<file path="src/rtl/count_ones_seq.sv">
// count_ones_seq
// Sequential population counter. A word is accepted from idle when
// data_ready is high, then examined one bit per clock (LSB first). Counting
// stops as soon as no set bits remain in the shift register, so latency is
// (index of highest set bit + 1), or one cycle for an all-zero word.
// In zeros mode the word is inverted on load, so the same ones-counting
// datapath yields the zero count.
//
// Ports:
//   clk          rising-edge clock
//   reset        asynchronous, active-low reset
//   data         word to count, sampled only on acceptance
//   data_ready   four-phase request level
//   count_zeros  0 = count ones, 1 = count zeros (sampled on acceptance)
//   bit_count    result, valid while done is high
//   start        one-cycle pulse in the cycle after acceptance
//   busy         high while counting
//   done         high while the result is held
module count_ones_seq #(
    parameter int DATA_WIDTH  = 8,
    parameter int COUNT_WIDTH = 4
) (
    input  logic                   clk,
    input  logic                   reset,
    input  logic [DATA_WIDTH-1:0]  data,
    input  logic                   data_ready,
    input  logic                   count_zeros,
    output logic [COUNT_WIDTH-1:0] bit_count,
    output logic                   start,
    output logic                   busy,
    output logic                   done
);

    // One-hot state encoding; busy and done are taken straight from the
    // state flops so they carry no combinational path from the inputs.
    localparam int S_IDLE  = 0;
    localparam int S_COUNT = 1;
    localparam int S_DONE  = 2;

    localparam logic [2:0] ST_IDLE  = 3'b001;
    localparam logic [2:0] ST_COUNT = 3'b010;
    localparam logic [2:0] ST_DONE  = 3'b100;

    logic [2:0]             state_reg;
    logic [2:0]             state_next;
    logic [DATA_WIDTH-1:0]  shreg_reg;
    logic [COUNT_WIDTH-1:0] cnt_reg;
    logic                   start_reg;
    logic [DATA_WIDTH-1:0]  shreg_shifted;

    assign shreg_shifted = shreg_reg >> 1;

    // State register
    always_ff @(posedge clk or negedge reset) begin
        if (!reset) begin
            state_reg <= ST_IDLE;
        end else begin
            state_reg <= state_next;
        end
    end

    // Next-state logic
    always_comb begin
        state_next = state_reg;
        if (state_reg[S_IDLE]) begin
            if (data_ready) begin
                state_next = ST_COUNT;
            end
        end else if (state_reg[S_COUNT]) begin
            // Finish once the bit about to be consumed is the last set one.
            if (shreg_shifted == '0) begin
                state_next = ST_DONE;
            end
        end else if (state_reg[S_DONE]) begin
            if (!data_ready) begin
                state_next = ST_IDLE;
            end
        end else begin
            state_next = ST_IDLE;
        end
    end

    // Output decode
    always_comb begin
        busy      = state_reg[S_COUNT];
        done      = state_reg[S_DONE];
        start     = start_reg;
        bit_count = cnt_reg;
    end

    // Datapath: shift register, counter and start pulse
    always_ff @(posedge clk or negedge reset) begin
        if (!reset) begin
            shreg_reg <= '0;
            cnt_reg   <= '0;
            start_reg <= 1'b0;
        end else begin
            start_reg <= 1'b0;
            if (state_reg[S_IDLE] && data_ready) begin
                shreg_reg <= count_zeros ? ~data : data;
                cnt_reg   <= '0;
                start_reg <= 1'b1;
            end else if (state_reg[S_COUNT]) begin
                cnt_reg   <= cnt_reg + COUNT_WIDTH'(shreg_reg[0]);
                shreg_reg <= shreg_shifted;
            end
        end
    end

endmodule

</file>
<file path="config.mk">
export PLATFORM = sky130hd
export DESIGN_NAME = count_ones_seq
export DESIGN_NICKNAME = d
export VERILOG_FILES = /design/src/rtl/count_ones_seq.sv
export SDC_FILE = /design/constraint.sdc
export NUM_CORES = 1
export LEC_CHECK = 0
export ABC_AREA = 1
export CAP_MARGIN = 20
export CORE_MARGIN = 1.5
export CORE_UTILIZATION = 48
export DETAILED_ROUTE_END_ITERATION = 8
export HOLD_SLACK_MARGIN = 0.1
export PLACE_DENSITY_LB_ADDON = 0.15
export SYNTH_ARGS = -nofsm -noshare
export SYNTH_HDL_FRONTEND = slang
export SYNTH_SLANG_ARGS = --single-unit
</file>
<file path="constraint.sdc">
create_clock -name clk -period 1.48 [get_ports clk]
set_input_delay 0.148 -clock clk [delete_from_list [all_inputs] [get_ports clk]]
set_output_delay 0.148 -clock clk [all_outputs]
set_load 0.05 [all_outputs]
</file>
==> results.rst <==
.. list-table::
   :header-rows: 1

   * - Metric
     - Value
   * - Placed cell area
     - ~1000 µm²
   * - Combinational share of power
     - 51.7%
   * - Layout area overhead
     - 30.11%
   * - Routed wire length
     - approximately 1600 µm
   * - Remaining antenna violation count after routing
     - 0
   * - Clock latency on the worst-skew pair
     - between 0.2 and 0.3 ns
   * - M1 wire length
     - ~760 µm
   * - I/O pin count
     - 19
   * - Inserted Diodes
     - 0
   * - Power Internal
     - 1257 µW
   * - Final Max Tran Viols
     - 0
   * - Compound-cell area share of the yosys netlist
     - 21.18%
   * - Count of max-cap constraint violations
     - 0
   * - Layout Cell Area excl Fill
     - 1076 µm²
   * - Kind of path behind the tightest hold check
     - in2async
   * - Global placer's final weighted congestion
     - 0.7766
   * - Die Width
     - 44.51 µm
   * - Max FFs per register
     - 8
   * - Post-synthesis area per instance
     - 8.526 µm²
   * - Post-CTS Resized
     - 0
   * - DIE AREA
     - 1981 µm²
   * - Total congestion overflow after global routing
     - 0
   * - Global-route wire length before repair
     - 2822 µm
   * - Arrival time worst endpoint
     - 1.42 ns
   * - Fraction of final layout cells with drive strength greater than 1
     - 18.33%
   * - Clock tree from TritonCTS
     - yes
   * - Maximum fanout encountered on the critical timing path
     - 15
   * - Terminus of the critical flop-to-flop path
     - shreg_reg[6]
   * - Reg power frac
     - between 30 and 40%
   * - Power density over the cells
     - ~2100 nW/µm²
   * - Initial antenna violation count
     - 0
   * - Clock transition at the registers of the reported paths
     - roughly 0.10 ns
   * - Number of global-route vias before repair
     - 673
   * - Switching share of power
     - 44.73%
   * - Result of the run
     - complete, but fails checks
   * - Share of Yosys cell area claimed by the top area cell type
     - a little under half
   * - Net switching power of the design
     - 1017 µW
   * - Max layer used
     - met4
   * - Quantity of I/O buffers inserted on ports
     - 18
   * - Multiplexer share of the synthesized area
     - 0%
   * - Sum Neg Setup Slack
     - 0 ns
   * - Drt pass-1 iters
     - 6
   * - HPWL Detailed
     - 1204 µm
   * - Area of the mapped netlist
     - 827.0 µm²
   * - Register bit count reported by yosys
     - 16
   * - Leakage
     - around 0.0005 µW
   * - Worst IR drop on VDD
     - about 0.0012 V
   * - Synthesis warning total
     - 0
   * - Average vias per placed instance
     - 5.346
   * - Leading post-synthesis cells by cell area
     - sky130_fd_sc_hd__dfrtp_1 45%, sky130_fd_sc_hd__o21ai_0 7.3%, sky130_fd_sc_hd__o21ai_1 6.7%, sky130_fd_sc_hd__nor2_1 5.4%, sky130_fd_sc_hd__nand2_1 4.5%
   * - Post-synthesis share of cell area spent on and, or, nand and nor gates
     - 13.46%
   * - Crit path cell chain
     - nand2_2, buf_12, a21oi_1, o21ai_1, a21oi_1
   * - Fraction of the mapped netlist area in adder cells
     - 3.026%
   * - Total global routing track utilization
     - 19.40%
   * - Post-synth net total
     - 111
   * - Crit end category
     - flop
   * - Routed len/inst
     - ~12 µm
   * - Number of enable-type register cells in the synthesized netlist
     - 0
   * - Routed length on met2
     - between 700 and 800 µm
   * - Transition at the pin with the smallest max-transition slack
     - about 0.34 ns
   * - Vertical extent of the die
     - 44.51 µm
   * - Critical path launch point type
     - flop
   * - Setup clock skew after layout
     - 0.004709 ns
   * - Leading register cell type out of synthesis
     - sky130_fd_sc_hd__dfrtp_1
   * - Via count
     - 727
   * - Worst-case headroom to the max-slew limit
     - 77.38%
   * - DRC violations left
     - 2
   * - R2R Path Start
     - state_reg[0]
   * - Fraction of synthesized cell area in xor and xnor cells
     - between 5 and 6%
   * - Clock buffers created by TritonCTS
     - 3
   * - Violation count after the first detailed-route iteration
     - 12
   * - Number of buffers on the longest clock path
     - 2
   * - Final count of negative-setup-slack endpoints
     - 0
   * - Most common cell type on the critical path
     - sky130_fd_sc_hd__a21oi_1
   * - Count of cells along the worst register-to-register path
     - 5
   * - Net total in the final layout
     - 135
   * - Post-CTS Hold Fix Bufs
     - 0
   * - Maximum number of pins on one net before global-route repair
     - 17
   * - Post-synth ARST share
     - 100.0%
   * - WP data required
     - 1.70 ns
   * - Largest area contributor in the netlist
     - sky130_fd_sc_hd__dfrtp_1
   * - Count of cell types in the netlist
     - 22
   * - Number of hold-slack violations in the final timing report
     - 0
   * - Placeable core area
     - 1559 µm²
   * - Period utilisation layout
     - 81.33%
   * - Share of the yosys chip area belonging to registers
     - between 40% and 50%
   * - Highest cell delay on the worst timing path
     - 0.57 ns
   * - CP Class
     - reg2reg
   * - Post-CTS setup buffer count
     - 0
   * - Post-layout minimum cycle time
     - between 1 and 1.5 ns
   * - Unrepaired setup endpoints after global routing
     - false
   * - Clock sink count
     - 16
   * - Critical-path top delay cell
     - sky130_fd_sc_hd__dfstp_2
   * - H-tree depth
     - 1
   * - Timing-limited maximum frequency
     - around 0.83 GHz
   * - Initial standard-cell utilization of the core
     - 53.05%
   * - Site Rows
     - 14
   * - Met3 wirelength from detailed routing
     - 50 µm
   * - CTS Root Cell
     - sky130_fd_sc_hd__clkbuf_4
   * - Launching instance or port of the critical path
     - state_reg[0]
   * - Main combinational cell family by area after synthesis
     - compound AO/OA/AOI/OAI gates
   * - Violations in the final reports
     - design-rule violations
   * - Flop2flop setup slack
     - about 0.28 ns
   * - Mapped Cells
     - 97
   * - Critical Path Sink
     - shreg_reg[6]
   * - Share of power burned in the clock network
     - 12.7%
metal layers:
metal / up-vias / track usage (%)
li1: 369 / -
met1: 340 / 25.19
met2: 16 / 31.88
met3: 2 / 3.673
met4: 0 / 7.273
met5: - / 0
power groups by stage:
stage               logic [µW]  registers, µW  clock network, µW
finish                    1180            810                288
global route              1320            840                314
CTS                       1190            810                294
detailed placement        1180            819                  0
global placement          1150            814                  0
floorplan                  597           1030                  0
Yosys cell counts, types with 2 or more instances:
| cell type | number |
|---|---|
| sky130_fd_sc_hd__nand3_1 | 2 |
| sky130_fd_sc_hd__o21ai_1 | 11 |
| sky130_fd_sc_hd__nand2_1 | 10 |
| sky130_fd_sc_hd__buf_2 | 2 |
| sky130_fd_sc_hd__a21oi_1 | 6 |
| sky130_fd_sc_hd__nor2_1 | 12 |
| sky130_fd_sc_hd__buf_6 | 2 |
| sky130_fd_sc_hd__inv_2 | 2 |
| sky130_fd_sc_hd__inv_1 | 8 |
| sky130_fd_sc_hd__o21ai_0 | 12 |
| sky130_fd_sc_hd__dfrtp_1 | 15 |
| sky130_fd_sc_hd__ha_1 | 2 |
| sky130_fd_sc_hd__xor2_1 | 4 |
critical path: cells and delay by family (launching register included):
kind	cells	cell delay, ns
AOI/OAI and AO/OA	3	0.31
buffers and inverters	1	0.16
DFF	1	0.57
and+or+nand+nor	1	0.10
layout make-up:
class / instances / area [µm²]
Fill cell: 143 / 483.0
Sequential cell: 16 / 401.6
Multi-Input combinational cell: 67 / 355.3
Timing Repair Buffer: 23 / 225.2
Inverter: 10 / 37.54
Clock buffer: 4 / 36.28
Tap cell: 16 / 20.02
metrics by stage:
stage | cells | power, µW | util [%] | setup slack (ns) | hold WS [ns]
6_report | 136 | 2274 | 69.02 | 0.2763 | 0.1810
5_1_grt | 136 | 2473 | 69.02 | 0.09953 | 0.1768
4_1_cts | 136 | 2293 | 69.02 | 0.2598 | 0.1852
3_5_place_dp | 132 | 1997 | 66.69 | 0.1573 | 0.4753
3_3_place_gp | 132 | 1967 | 66.69 | 0.1933 | 0.4682
2_1_floorplan | 97 | 1627 | - | 0.1131 | -0.1476
logic make-up (layout without fill, tap and decap cells):
group	Yosys count	in the layout
AOI/OAI and AO/OA	33	33
buffers and inverters	14	37
and+or+nand+nor	27	27
adders and majority gates	2	2
xor gates and xnor gates	5	5
DFF	16	16
layout by cell type, fill, tap and decap left out, types with 3 or more instances in the layout:
| cell | count |
|---|---|
| sky130_fd_sc_hd__dfrtp_1 | 15 |
| sky130_fd_sc_hd__xor2_1 | 4 |
| sky130_fd_sc_hd__a21oi_1 | 6 |
| sky130_fd_sc_hd__inv_1 | 8 |
| sky130_fd_sc_hd__buf_4 | 10 |
| sky130_fd_sc_hd__o21ai_1 | 11 |
| sky130_fd_sc_hd__nor2_1 | 12 |
| sky130_fd_sc_hd__clkdlybuf4s50_1 | 11 |
| sky130_fd_sc_hd__o21ai_0 | 12 |
| sky130_fd_sc_hd__clkbuf_4 | 3 |
| sky130_fd_sc_hd__nand2_1 | 10 |
worst min path at each step:
stage                      start            to  slack [ns]  depth (start not counted)
floorplan                  reset  bit_count[0]       -0.15                          0
global route               reset  bit_count[2]        0.18                          2
detailed placement  shreg_reg[0]  shreg_reg[0]        0.48                          2
CTS                        reset  bit_count[2]        0.19                          2
global placement    shreg_reg[0]  shreg_reg[0]        0.47                          2
finish                     reset  bit_count[1]        0.18                          2
Note: power is estimated with default switching activity, not from simulation.
